==> src/rtl/led_fade_pkg.sv <==
// Shared types and saturating duty arithmetic for the LED breathing sequencer.
package led_fade_pkg;

  typedef enum logic [2:0] {
    IDLE      = 3'd0,
    RAMP_UP   = 3'd1,
    HOLD_HIGH = 3'd2,
    RAMP_DOWN = 3'd3,
    HOLD_LOW  = 3'd4
  } led_fade_state_t;

  // Duty math runs one bit wider than the widest supported duty word (16 bits).
  localparam int unsigned LF_ARITH_W = 17;

  function automatic logic [LF_ARITH_W-1:0] lf_add_clamp(
    input logic [LF_ARITH_W-1:0] a,
    input logic [LF_ARITH_W-1:0] b,
    input logic [LF_ARITH_W-1:0] hi
  );
    logic [LF_ARITH_W-1:0] sum;
    sum = a + b;
    if (sum > hi) begin
      return hi;
    end else begin
      return sum;
    end
  endfunction

  function automatic logic [LF_ARITH_W-1:0] lf_sub_clamp(
    input logic [LF_ARITH_W-1:0] a,
    input logic [LF_ARITH_W-1:0] b,
    input logic [LF_ARITH_W-1:0] lo
  );
    logic [LF_ARITH_W-1:0] diff;
    if (a >= b) begin
      diff = a - b;
    end else begin
      diff = {LF_ARITH_W{1'b0}};
    end
    if (diff < lo) begin
      return lo;
    end else begin
      return diff;
    end
  endfunction

endpackage

==> src/rtl/led_fade_prescaler.sv <==
// Step-period prescaler: emits a one-cycle tick every period+1 enabled cycles.
module led_fade_prescaler
  import led_fade_pkg::*;
#(
  parameter int unsigned width_p = 16
) (
  input  logic               clk,
  input  logic               rst,
  input  logic               clear,
  input  logic               en,
  input  logic [width_p-1:0] period,
  output logic               tick
);

  logic [width_p-1:0] count_q;
  logic [width_p-1:0] count_d;

  // Compare with >= so a period shrunk below the running count still ticks.
  always_comb begin
    tick    = 1'b0;
    count_d = count_q;
    if (clear) begin
      count_d = {width_p{1'b0}};
    end else if (en) begin
      if (count_q >= period) begin
        tick    = 1'b1;
        count_d = {width_p{1'b0}};
      end else begin
        count_d = count_q + width_p'(1);
      end
    end else begin
      count_d = count_q;
    end
  end

  // Count register.
  always_ff @(posedge clk) begin
    if (rst) begin
      count_q <= {width_p{1'b0}};
    end else begin
      count_q <= count_d;
    end
  end

endmodule

==> src/rtl/led_fade_ctrl.sv <==
// Breathing-effect duty sequencer feeding the PWM block.
// Optional gamma stage selected by LED_FADE_GAMMA_EN (duty = lin^2 >> width, +1 clk).
module led_fade_ctrl
  import led_fade_pkg::*;
#(
  parameter int unsigned counter_width_p   = 8,
  parameter int unsigned prescaler_width_p = 16
) (
  input  logic                         clk,
  input  logic                         rst,
  input  logic                         cfg_enable,
  input  logic [counter_width_p-1:0]   cfg_step,
  input  logic [prescaler_width_p-1:0] cfg_step_period,
  input  logic [counter_width_p-1:0]   cfg_min_duty,
  input  logic [counter_width_p-1:0]   cfg_max_duty,
  input  logic [prescaler_width_p-1:0] cfg_hold_high,
  input  logic [prescaler_width_p-1:0] cfg_hold_low,
  output logic [counter_width_p-1:0]   duty_o,
  output logic [2:0]                   state_o,
  output logic                         cycle_done_o
);

  localparam int unsigned CW = counter_width_p;
  localparam int unsigned PW = prescaler_width_p;
  localparam int unsigned AW = LF_ARITH_W;

  led_fade_state_t state_q, state_d;
  logic [CW-1:0]   lin_q, lin_d;
  logic [PW-1:0]   hold_q, hold_d;
  logic            cycle_done_q, cycle_done_d;

  logic            tick_s;
  logic            presc_clear_s;
  logic            presc_en_s;
  logic [CW-1:0]   step_eff_s;
  logic [AW-1:0]   up_s;
  logic [AW-1:0]   dn_s;
  logic [CW-1:0]   up_lin_s;
  logic [CW-1:0]   dn_lin_s;

  // Prescaler control and clamped next-duty candidates.
  always_comb begin
    presc_en_s    = (state_q != IDLE);
    presc_clear_s = (state_q == IDLE) && cfg_enable;
    if (cfg_step == {CW{1'b0}}) begin
      step_eff_s = CW'(1);
    end else begin
      step_eff_s = cfg_step;
    end
    up_s     = lf_add_clamp(AW'(lin_q), AW'(step_eff_s), AW'(cfg_max_duty));
    dn_s     = lf_sub_clamp(AW'(lin_q), AW'(step_eff_s), AW'(cfg_min_duty));
    up_lin_s = up_s[CW-1:0];
    dn_lin_s = dn_s[CW-1:0];
  end

  led_fade_prescaler #(
    .width_p (PW)
  ) u_prescaler (
    .clk    (clk),
    .rst    (rst),
    .clear  (presc_clear_s),
    .en     (presc_en_s),
    .period (cfg_step_period),
    .tick   (tick_s)
  );

  // Next-state logic; a dropped enable overrides any pending tick.
  always_comb begin
    state_d      = state_q;
    lin_d        = lin_q;
    hold_d       = hold_q;
    cycle_done_d = 1'b0;
    if (!cfg_enable) begin
      state_d = IDLE;
      lin_d   = {CW{1'b0}};
      hold_d  = {PW{1'b0}};
    end else begin
      case (state_q)
        IDLE: begin
          state_d = RAMP_UP;
          lin_d   = cfg_min_duty;
          hold_d  = {PW{1'b0}};
        end
        RAMP_UP: begin
          if (tick_s) begin
            lin_d = up_lin_s;
            if (up_lin_s == cfg_max_duty) begin
              state_d = HOLD_HIGH;
              hold_d  = {PW{1'b0}};
            end else begin
              state_d = RAMP_UP;
            end
          end else begin
            lin_d = lin_q;
          end
        end
        HOLD_HIGH: begin
          if (tick_s) begin
            if (hold_q == cfg_hold_high) begin
              state_d = RAMP_DOWN;
            end else begin
              hold_d = hold_q + PW'(1);
            end
          end else begin
            hold_d = hold_q;
          end
        end
        RAMP_DOWN: begin
          if (tick_s) begin
            lin_d = dn_lin_s;
            if (dn_lin_s == cfg_min_duty) begin
              state_d = HOLD_LOW;
              hold_d  = {PW{1'b0}};
            end else begin
              state_d = RAMP_DOWN;
            end
          end else begin
            lin_d = lin_q;
          end
        end
        HOLD_LOW: begin
          if (tick_s) begin
            if (hold_q == cfg_hold_low) begin
              state_d      = RAMP_UP;
              cycle_done_d = 1'b1;
            end else begin
              hold_d = hold_q + PW'(1);
            end
          end else begin
            hold_d = hold_q;
          end
        end
        default: begin
          state_d = IDLE;
          lin_d   = {CW{1'b0}};
          hold_d  = {PW{1'b0}};
        end
      endcase
    end
  end

  // FSM, linear duty, hold counter and cycle pulse registers.
  always_ff @(posedge clk) begin
    if (rst) begin
      state_q      <= IDLE;
      lin_q        <= {CW{1'b0}};
      hold_q       <= {PW{1'b0}};
      cycle_done_q <= 1'b0;
    end else begin
      state_q      <= state_d;
      lin_q        <= lin_d;
      hold_q       <= hold_d;
      cycle_done_q <= cycle_done_d;
    end
  end

`ifdef LED_FADE_GAMMA_EN
  logic [2*CW-1:0] sq_s;
  logic [CW-1:0]   duty_q, duty_d;

  // Squaring curve: upper half of lin*lin.
  always_comb begin
    sq_s   = {{CW{1'b0}}, lin_q} * {{CW{1'b0}}, lin_q};
    duty_d = sq_s[2*CW-1:CW];
  end

  // Gamma output stage.
  always_ff @(posedge clk) begin
    if (rst) begin
      duty_q <= {CW{1'b0}};
    end else begin
      duty_q <= duty_d;
    end
  end

  assign duty_o = duty_q;
`else
  assign duty_o = lin_q;
`endif

  assign state_o      = state_q;
  assign cycle_done_o = cycle_done_q;

endmodule
==> config.mk <==
export PLATFORM = sky130hd
export DESIGN_NAME = led_fade_ctrl
export DESIGN_NICKNAME = d
export VERILOG_FILES = /design/src/rtl/led_fade_pkg.sv /design/src/rtl/led_fade_prescaler.sv /design/src/rtl/led_fade_ctrl.sv
export SDC_FILE = /design/constraint.sdc
export NUM_CORES = 1
export LEC_CHECK = 0
export CAP_MARGIN = 20
export CORE_MARGIN = 1
export CORE_UTILIZATION = 60
export CTS_BUF_LIST = sky130_fd_sc_hd__clkbuf_4
export CTS_CLUSTER_SIZE = 40
export DETAILED_ROUTE_END_ITERATION = 16
export GPL_TIMING_DRIVEN = 0
export PLACE_DENSITY = 0.93
export SLEW_MARGIN = 20
export SYNTH_ARGS = -nofsm -noshare
export SYNTH_HDL_FRONTEND = slang
export SYNTH_SLANG_ARGS = --single-unit
==> constraint.sdc <==
create_clock -name clk -period 10.6 [get_ports clk]
set_input_delay 2.65 -clock clk [delete_from_list [all_inputs] [get_ports clk]]
set_output_delay 2.65 -clock clk [all_outputs]
set_load 0.01 [all_outputs]
==> run_results.csv, run 1 <==
group,metric,value,unit
clock_tree,cts_resized,0,
drt,drt-pass1-iter-count,6,
synthesis,synth-edff-count,0,
global_routing,antenna_found_initial,0,
power_and_ir_drop,leakage,2.53,nW
floorplanning,rows,32,
status,status,"complete, no violations",
flow_run,drv_cap,0,
drt,vias,5036,
drt,drt-total-wl,13.4,mm
floorplanning,design.core.area,7730,um^2
timing,worst_slack,3.36,ns
timing,setup_violations,0,
min_path,whs_path_depth,2,
power_and_ir_drop,comb_power_share,44.6,%
worst_setup_path,critPathMaxFanout,7,
synthesis,ys.flop_type,"dfxtp_1",
placement,dpl_worst_slack,3.03,ns
drt,via_per_inst,6.13,
clock_tree,post_cts_buffers,0,
synthesis,ys_seq_area_share,18.4,%
layout,multi_input_comb_area,3520,um^2
layout,ff_latch_area,881,um^2
clock_tree,postCtsHoldBufs,0,
worst_setup_path,r2r_start,"duty_o[0]",
global_routing,gr-total-overflow,0,
worst_setup_path,cp.required,10.86,ns
drt,antenna_left,0,
synthesis,synth-async-reset-ratio,0,%
clock_tree,numClockSinks,44,
worst_setup_path,critPathLaunchType,"primary input",
clock_tree,cts.clk_slew.worst_paths,0.13,ns
timing,fin_crit_sh,68.3,%
global_routing,grt_max_degree,14,
power_and_ir_drop,power.switching,0.000182,W
min_path,worstHoldStart,"duty_o[0]",
timing,finalSetupTns,0,ns
synthesis,yosys_warnings,0,
clock_tree,ctsHtreeMaxLevel,2,
synthesis,synth_fp_nets,751,
clock_tree,cts_tree,"built",
timing,tightestPinTransition,0.651,ns
worst_setup_path,slowest_delay,0.61,ns
floorplanning,die_area,8330,um^2
synthesis,yosysUniqueCellTypes,69,
floorplanning,ioPinCount,87,
placement,port_buffers,86,
worst_setup_path,crit_chain,"clkdlybuf4s50_1 -> inv_1 -> a41o_1 -> ha_1 -> fa_1 -> nor2b_1 -> o21ai_0 -> o211ai_1 -> xnor2_1 -> ha_1 -> a2111oi_0 -> o221ai_1 -> a21oi_1 -> o21ai_0 -> a211oi_2 -> nor3_1 -> and2_1 -> buf_6 -> a311oi_1",
power_and_ir_drop,clkPwrFrac,21.4,%
global_routing,grt_first_pass_wirelength,21.7,mm
layout,fillers,551,
timing,fmax,0.138,GHz
placement,place.detailed.hpwl,10.7,mm
worst_setup_path,cp_top_family,"compound AO/OA/AOI/OAI gates",
synthesis,ys_ff_latch,44,
placement,placed_cell_area,5770,um^2
synthesis,syn_avg_cell_area,7.65,um^2
global_routing,grt_pass1_vias,4968,
timing,rsz0062_at_grt,"no",
worst_setup_path,reg2reg_to,"hold_q[10]",
power_and_ir_drop,pwr-share-seq,34.0,%
clock_tree,cts_max_path_buffers,2,
worst_setup_path,r2r_setup_slack,6.20,ns
drt,drt_first_iter_violations,240,
floorplanning,start_util,61.9,%
worst_setup_path,crit_type,"in -> reg",
drt,drc,0,
timing,finClkSkew,0.00969,ns
floorplanning,floorplan.die.width,91.3,um
min_path,min_to,"duty_o[0]",
floorplanning,die_h,91.3,um
worst_setup_path,worst_setup_path_end_kind,"register",
timing,hold_violations,0,
layout,syn2layout_area_growth,22.3,%
layout,finalNetCount,844,
power_and_ir_drop,p_sw_share,35.7,%
clock_tree,cts_made_buffers,5,
power_and_ir_drop,max-vdd-ir-drop,0.0510,mV
layout,diodes,0,
global_routing,track_usage,31.8,%
timing,slew_violations,0,
worst_setup_path,arrival,7.49,ns
worst_setup_path,crit_path_top_delay_cell,"clkdlybuf4s50_1",
worst_setup_path,cp_num_buf_inv,3,
drt,wl_per_cell,16.3,um
placement,gp_congestion,0.938,
clock_tree,clock_latency,0.37,ns
synthesis,syn_inst,625,
layout,stdcell_area,5850,um^2
synthesis,syn_area,4780,um^2
power_and_ir_drop,p_per_area,87.0,nW/um^2
worst_setup_path,r2r_cells,16,
power_and_ir_drop,internal_power,0.000327,W
min_path,hold_path.class,"reg -> reg",
timing,slew_headroom,55.5,%
clock_tree,clock-root-buffer,"clkbuf_4",
timing,period_minus_slack,7.24,ns
layout,drive_above_1_share,5.42,%
-- registers in the layout, indices dropped and copies added (netlist names) --
name                 count
u_prescaler.count_q     16
duty_o                   8
cycle_done_o             1
hold_q                  16
state_o                  3
-- synthesized netlist by cell type, drive strengths merged (6+ instances only) --
cell type,number,area share (%)
nor3,16,1.7
nor2b,8,1.0
inv,55,4.3
o21a,6,0.94
nand3,22,2.3
dfxtp,44,18
ha,49,13
nand4,12,1.6
clkbuf,14,1.1
a21o,12,1.9
a31oi,13,1.7
buf,17,2.5
xor2,48,8.8
xnor2,21,4.2
or3,8,1.0
nor2,55,4.4
a221oi,6,1.4
nand2b,8,1.0
o21ai,30,3.1
and3,11,1.4
and2,7,0.92
nand2,40,3.1
mux2i,8,1.7
a21oi,31,3.2
nor4,13,1.7
a311oi,9,1.9
-- power by group through the flow --
stage	registers (W)	logic [W]	clock network (W)
3_3_place_gp	0.000176	0.000216	0
5_1_grt	0.000173	0.000246	0.000115
2_1_floorplan	0.000176	0.000146	0
3_5_place_dp	0.000176	0.000222	0
4_1_cts	0.000173	0.000224	0.000108
6_report	0.000173	0.000227	0.000109
-- stage by stage --
step | hold slack [ns] | std cells | util, % | total power (W)
after CTS | 0.555 | 821 | 75.7 | 0.000504
after detailed placement | 0.533 | 813 | 74.7 | 0.000399
final | 0.563 | 821 | 75.7 | 0.000509
after global placement | 0.513 | 813 | 74.7 | 0.000392
after floorplan | 0.470 | 625 | - | 0.000323
after global routing | 0.584 | 821 | 75.7 | 0.000534
-- metal layers --
metal	global-route usage, %	wire [um]
met2	59.4	6690
met5	0	0
met4	15.6	537
met1	34.8	5290
met3	4.52	898
-- worst min-delay path, stage by stage, from the launching register on --
cell and delay, ns:
dfxtp_1 0.38, nand2_1 0.07, o21ai_0 0.07
-- how the worst max path moves through the flow --
| stage | depth (start not counted) | to | start | slack, ns |
|---|---|---|---|---|
| finish | 19 | hold_q[10] | cfg_step[1] | 3.36 |
| detailed placement | 20 | hold_q[12] | cfg_step[1] | 3.03 |
| global placement | 20 | hold_q[13] | cfg_step[1] | 3.07 |
| global route | 20 | hold_q[13] | cfg_step[1] | 3.02 |
| floorplan | 19 | hold_q[12] | cfg_step[4] | 4.21 |
| CTS | 20 | hold_q[12] | cfg_step[1] | 3.40 |
-- layout make-up --
type / instances / share of cell area, %
buffer: 31 / 2.95
clock buffer: 6 / 0.770
clock inverter: 2 / 0.599
inverter: 55 / 3.53
multi-input combinational: 495 / 60.2
sequential: 44 / 15.1
tap: 102 / 2.18
timing repair buffer: 86 / 14.7
-- logic make-up (layout without fill, tap and decap cells) --
family                     count (synthesis)  count (layout)  synth area share, %
AOI/OAI and AO/OA                        152             152                 22.3
DFF                                       44              44                 18.4
muxes                                      9               9                 1.91
and+or+nand+nor                          213             213                 22.3
buffers and inverters                     86             180                 7.93
adders and majority gates                 51              51                 13.7
xor gates and xnor gates                  70              70                 13.5
-- layout by cell type, fill, tap and decap left out, types with 5 or more instances in the layout --
cell             instances
nor2b_1                  8
mux2i_1                  8
nand2_1                 40
clkdlybuf4s50_1         86
xnor2_1                 20
dfxtp_1                 44
clkbuf_4                 6
o22ai_1                  5
ha_1                    49
and3_1                  11
nand4_1                 12
clkbuf_1                14
inv_1                   55
a21oi_1                 31
o21ai_0                 26
a311oi_1                 7
xor2_1                  48
nor3_1                  16
or3_1                    8
nand3_1                 22
and2_1                   7
o21a_1                   6
buf_2                    9
nor2_1                  54
a22oi_1                  5
a31oi_1                 13
nor4_1                  13
a21o_1                  12
nand2b_1                 8
Power figures use the tool's default switching activity.
==> run 2, diff against run 1 <==
CORE_UTILIZATION = 55   (was 60)
PLACE_DENSITY = 0.86   (was 0.93)
clock period = 7.47 ns   (was 10.6 ns; I/O delays follow)
==> run_results.csv, run 2 (synthesized netlist as in run 1, its figures left out) <==
group,metric,value,unit
floorplanning,ioPinCount,87,
clock_tree,cts.clk_slew.worst_paths,0.13,ns
clock_tree,cts_max_path_buffers,2,
global_routing,use_met2,49.9,%
drt,antenna_left,0,
power_and_ir_drop,power.switching,0.000256,W
clock_tree,cts_tree,"built",
worst_setup_path,r2r_start,"duty_o[0]",
worst_setup_path,crit_type,"in -> reg",
power_and_ir_drop,internal_power,0.000460,W
drt,drc,0,
min_path,hold_path.class,"reg -> reg",
layout,fillers,672,
placement,place.detailed.hpwl,10.7,mm
flow_run,drv_cap,0,
clock_tree,ctsHtreeMaxLevel,2,
timing,rsz0062_at_grt,"no",
clock_tree,clock_latency,0.35,ns
power_and_ir_drop,leakage,2.53,nW
drt,via_per_inst,6.00,
global_routing,grt_max_degree,15,
worst_setup_path,cp.required,7.75,ns
layout,multi_input_comb_area,3520,um^2
timing,hold_ws,0.536,ns
min_path,whs_path_depth,2,
timing,hold_violations,0,
layout,final_common_cell,"clkdlybuf4s50_1",
timing,finalSetupTns,0,ns
placement,port_buffers,86,
layout,final_cell_mix,"clkdlybuf4s50_1, inv_1, nor2_1",
power_and_ir_drop,clkPwrFrac,20.8,%
layout,diodes,0,
layout,ff_latch_area,881,um^2
global_routing,antenna_found_initial,0,
timing,slew_violations,0,
power_and_ir_drop,max-vdd-ir-drop,0.0714,mV
timing,tightestPinTransition,0.643,ns
placement,dp_cells,816,
layout,syn2layout_area_growth,22.4,%
clock_tree,post_cts_buffers,0,
power_and_ir_drop,p_per_area,122,nW/um^2
timing,period_minus_slack,6.39,ns
floorplanning,rows,33,
drt,drt-pass1-iter-count,6,
floorplanning,start_util,57.6,%
global_routing,track_usage,29.7,%
clock_tree,postCtsHoldBufs,0,
timing,fmax,0.156,GHz
layout,layout.cells.non_filler,824,
worst_setup_path,arrival,6.67,ns
timing,setup_violations,0,
placement,gp_congestion,0.932,
drt,wl_per_cell,15.9,um
global_routing,grt_pass1_vias,4638,
global_routing,use_met3,3.51,%
floorplanning,die_h,95.2,um
min_path,worstHoldStart,"duty_o[0]",
clock_tree,numClockSinks,44,
drt,drt-total-wl,13.1,mm
floorplanning,design.core.area,8300,um^2
status,status,"complete, no violations",
worst_setup_path,r2r_setup_slack,3.08,ns
floorplanning,die_area,9070,um^2
global_routing,grt_util_met1,41.4,%
placement,placed_cell_area,5770,um^2
power_and_ir_drop,pwr-share-seq,34.2,%
clock_tree,cts_resized,0,
worst_setup_path,r2r_cells,18,
timing,finClkSkew,0.00860,ns
layout,stdcell_area,5850,um^2
worst_setup_path,worst_setup_path_end_kind,"register",
worst_setup_path,reg2reg_to,"hold_q[13]",
drt,drt_first_iter_violations,390,
floorplanning,floorplan.die.width,95.2,um
drt,vias,4940,
global_routing,gr-total-overflow,0,
global_routing,busiest_layer,"met2",
timing,slew_headroom,56.1,%
min_path,min_to,"duty_o[0]",
timing,fin_crit_sh,85.6,%
layout,finalNetCount,844,
power_and_ir_drop,comb_power_share,44.9,%
global_routing,grt_first_pass_wirelength,21.4,mm
clock_tree,cts_made_buffers,5,
power_and_ir_drop,p_sw_share,35.8,%
worst_setup_path,critPathMaxFanout,10,
layout,finish.utilization,70.5,%
layout,drive_above_1_share,5.42,%
worst_setup_path,critPathLaunchType,"primary input",
clock_tree,clock-root-buffer,"clkbuf_4",
-- run 2: routing by layer --
metal / part of all wire, % / vias to the layer above / wire length [um]
met4: 0.84 / 0 / 110
met1: 45 / 2279 / 5820
met2: 47 / 226 / 6100
li1: - / 2425 / -
met3: 7.9 / 10 / 1040
met5: 0 / - / 0
-- run 2: power by group through the flow --
stage	Sequential [W]	Combinational (W)	Clock, W
floorplan	0.000250	0.000208	0
global placement	0.000250	0.000306	0
detailed placement	0.000250	0.000315	0
CTS	0.000245	0.000317	0.000150
global route	0.000246	0.000351	0.000162
finish	0.000245	0.000322	0.000149
-- run 2: final cells by class --
| class | count | area share [%] |
|---|---|---|
| Clock buffer | 5 | 0.641 |
| Sequential cell | 44 | 15.0 |
| Multi-Input combinational cell | 495 | 60.2 |
| Tap cell | 105 | 2.24 |
| Inverter | 55 | 3.53 |
| Timing Repair Buffer | 86 | 14.7 |
| Clock inverter | 3 | 0.727 |
| Buffer | 31 | 2.95 |
-- run 2: stage by stage --
stage / total power [W] / setup slack, ns
floorplan: 0.000458 / 1.86
global placement: 0.000556 / 0.889
detailed placement: 0.000566 / 0.812
CTS: 0.000712 / 1.18
global route: 0.000759 / 0.763
finish: 0.000717 / 1.08
-- run 2: how the worst max path moves through the flow --
| stage | startpoint | end |
|---|---|---|
| after floorplan | cfg_step[4] | hold_q[12] |
| after global placement | cfg_step[1] | hold_q[12] |
| after detailed placement | cfg_step[1] | hold_q[12] |
| after CTS | cfg_step[1] | hold_q[12] |
| after global routing | cfg_step[1] | hold_q[7] |
| final | cfg_step[1] | hold_q[13] |
-- run 2: critical path, stage by stage --
cell and delay, ns:
clkdlybuf4s50_1 0.63, inv_1 0.10, a41o_1 0.25, ha_1 0.25, fa_1 0.42, nand2b_1 0.18
a21oi_1 0.21, o21ai_0 0.15, a21o_1 0.20, a21oi_1 0.30, ha_1 0.21, nand3_1 0.10
nor3_1 0.23, o22ai_1 0.13, a21oi_1 0.51, o21ai_1 0.22, and2_1 0.20, buf_6 0.13
buf_8 0.14, a311oi_2 0.22
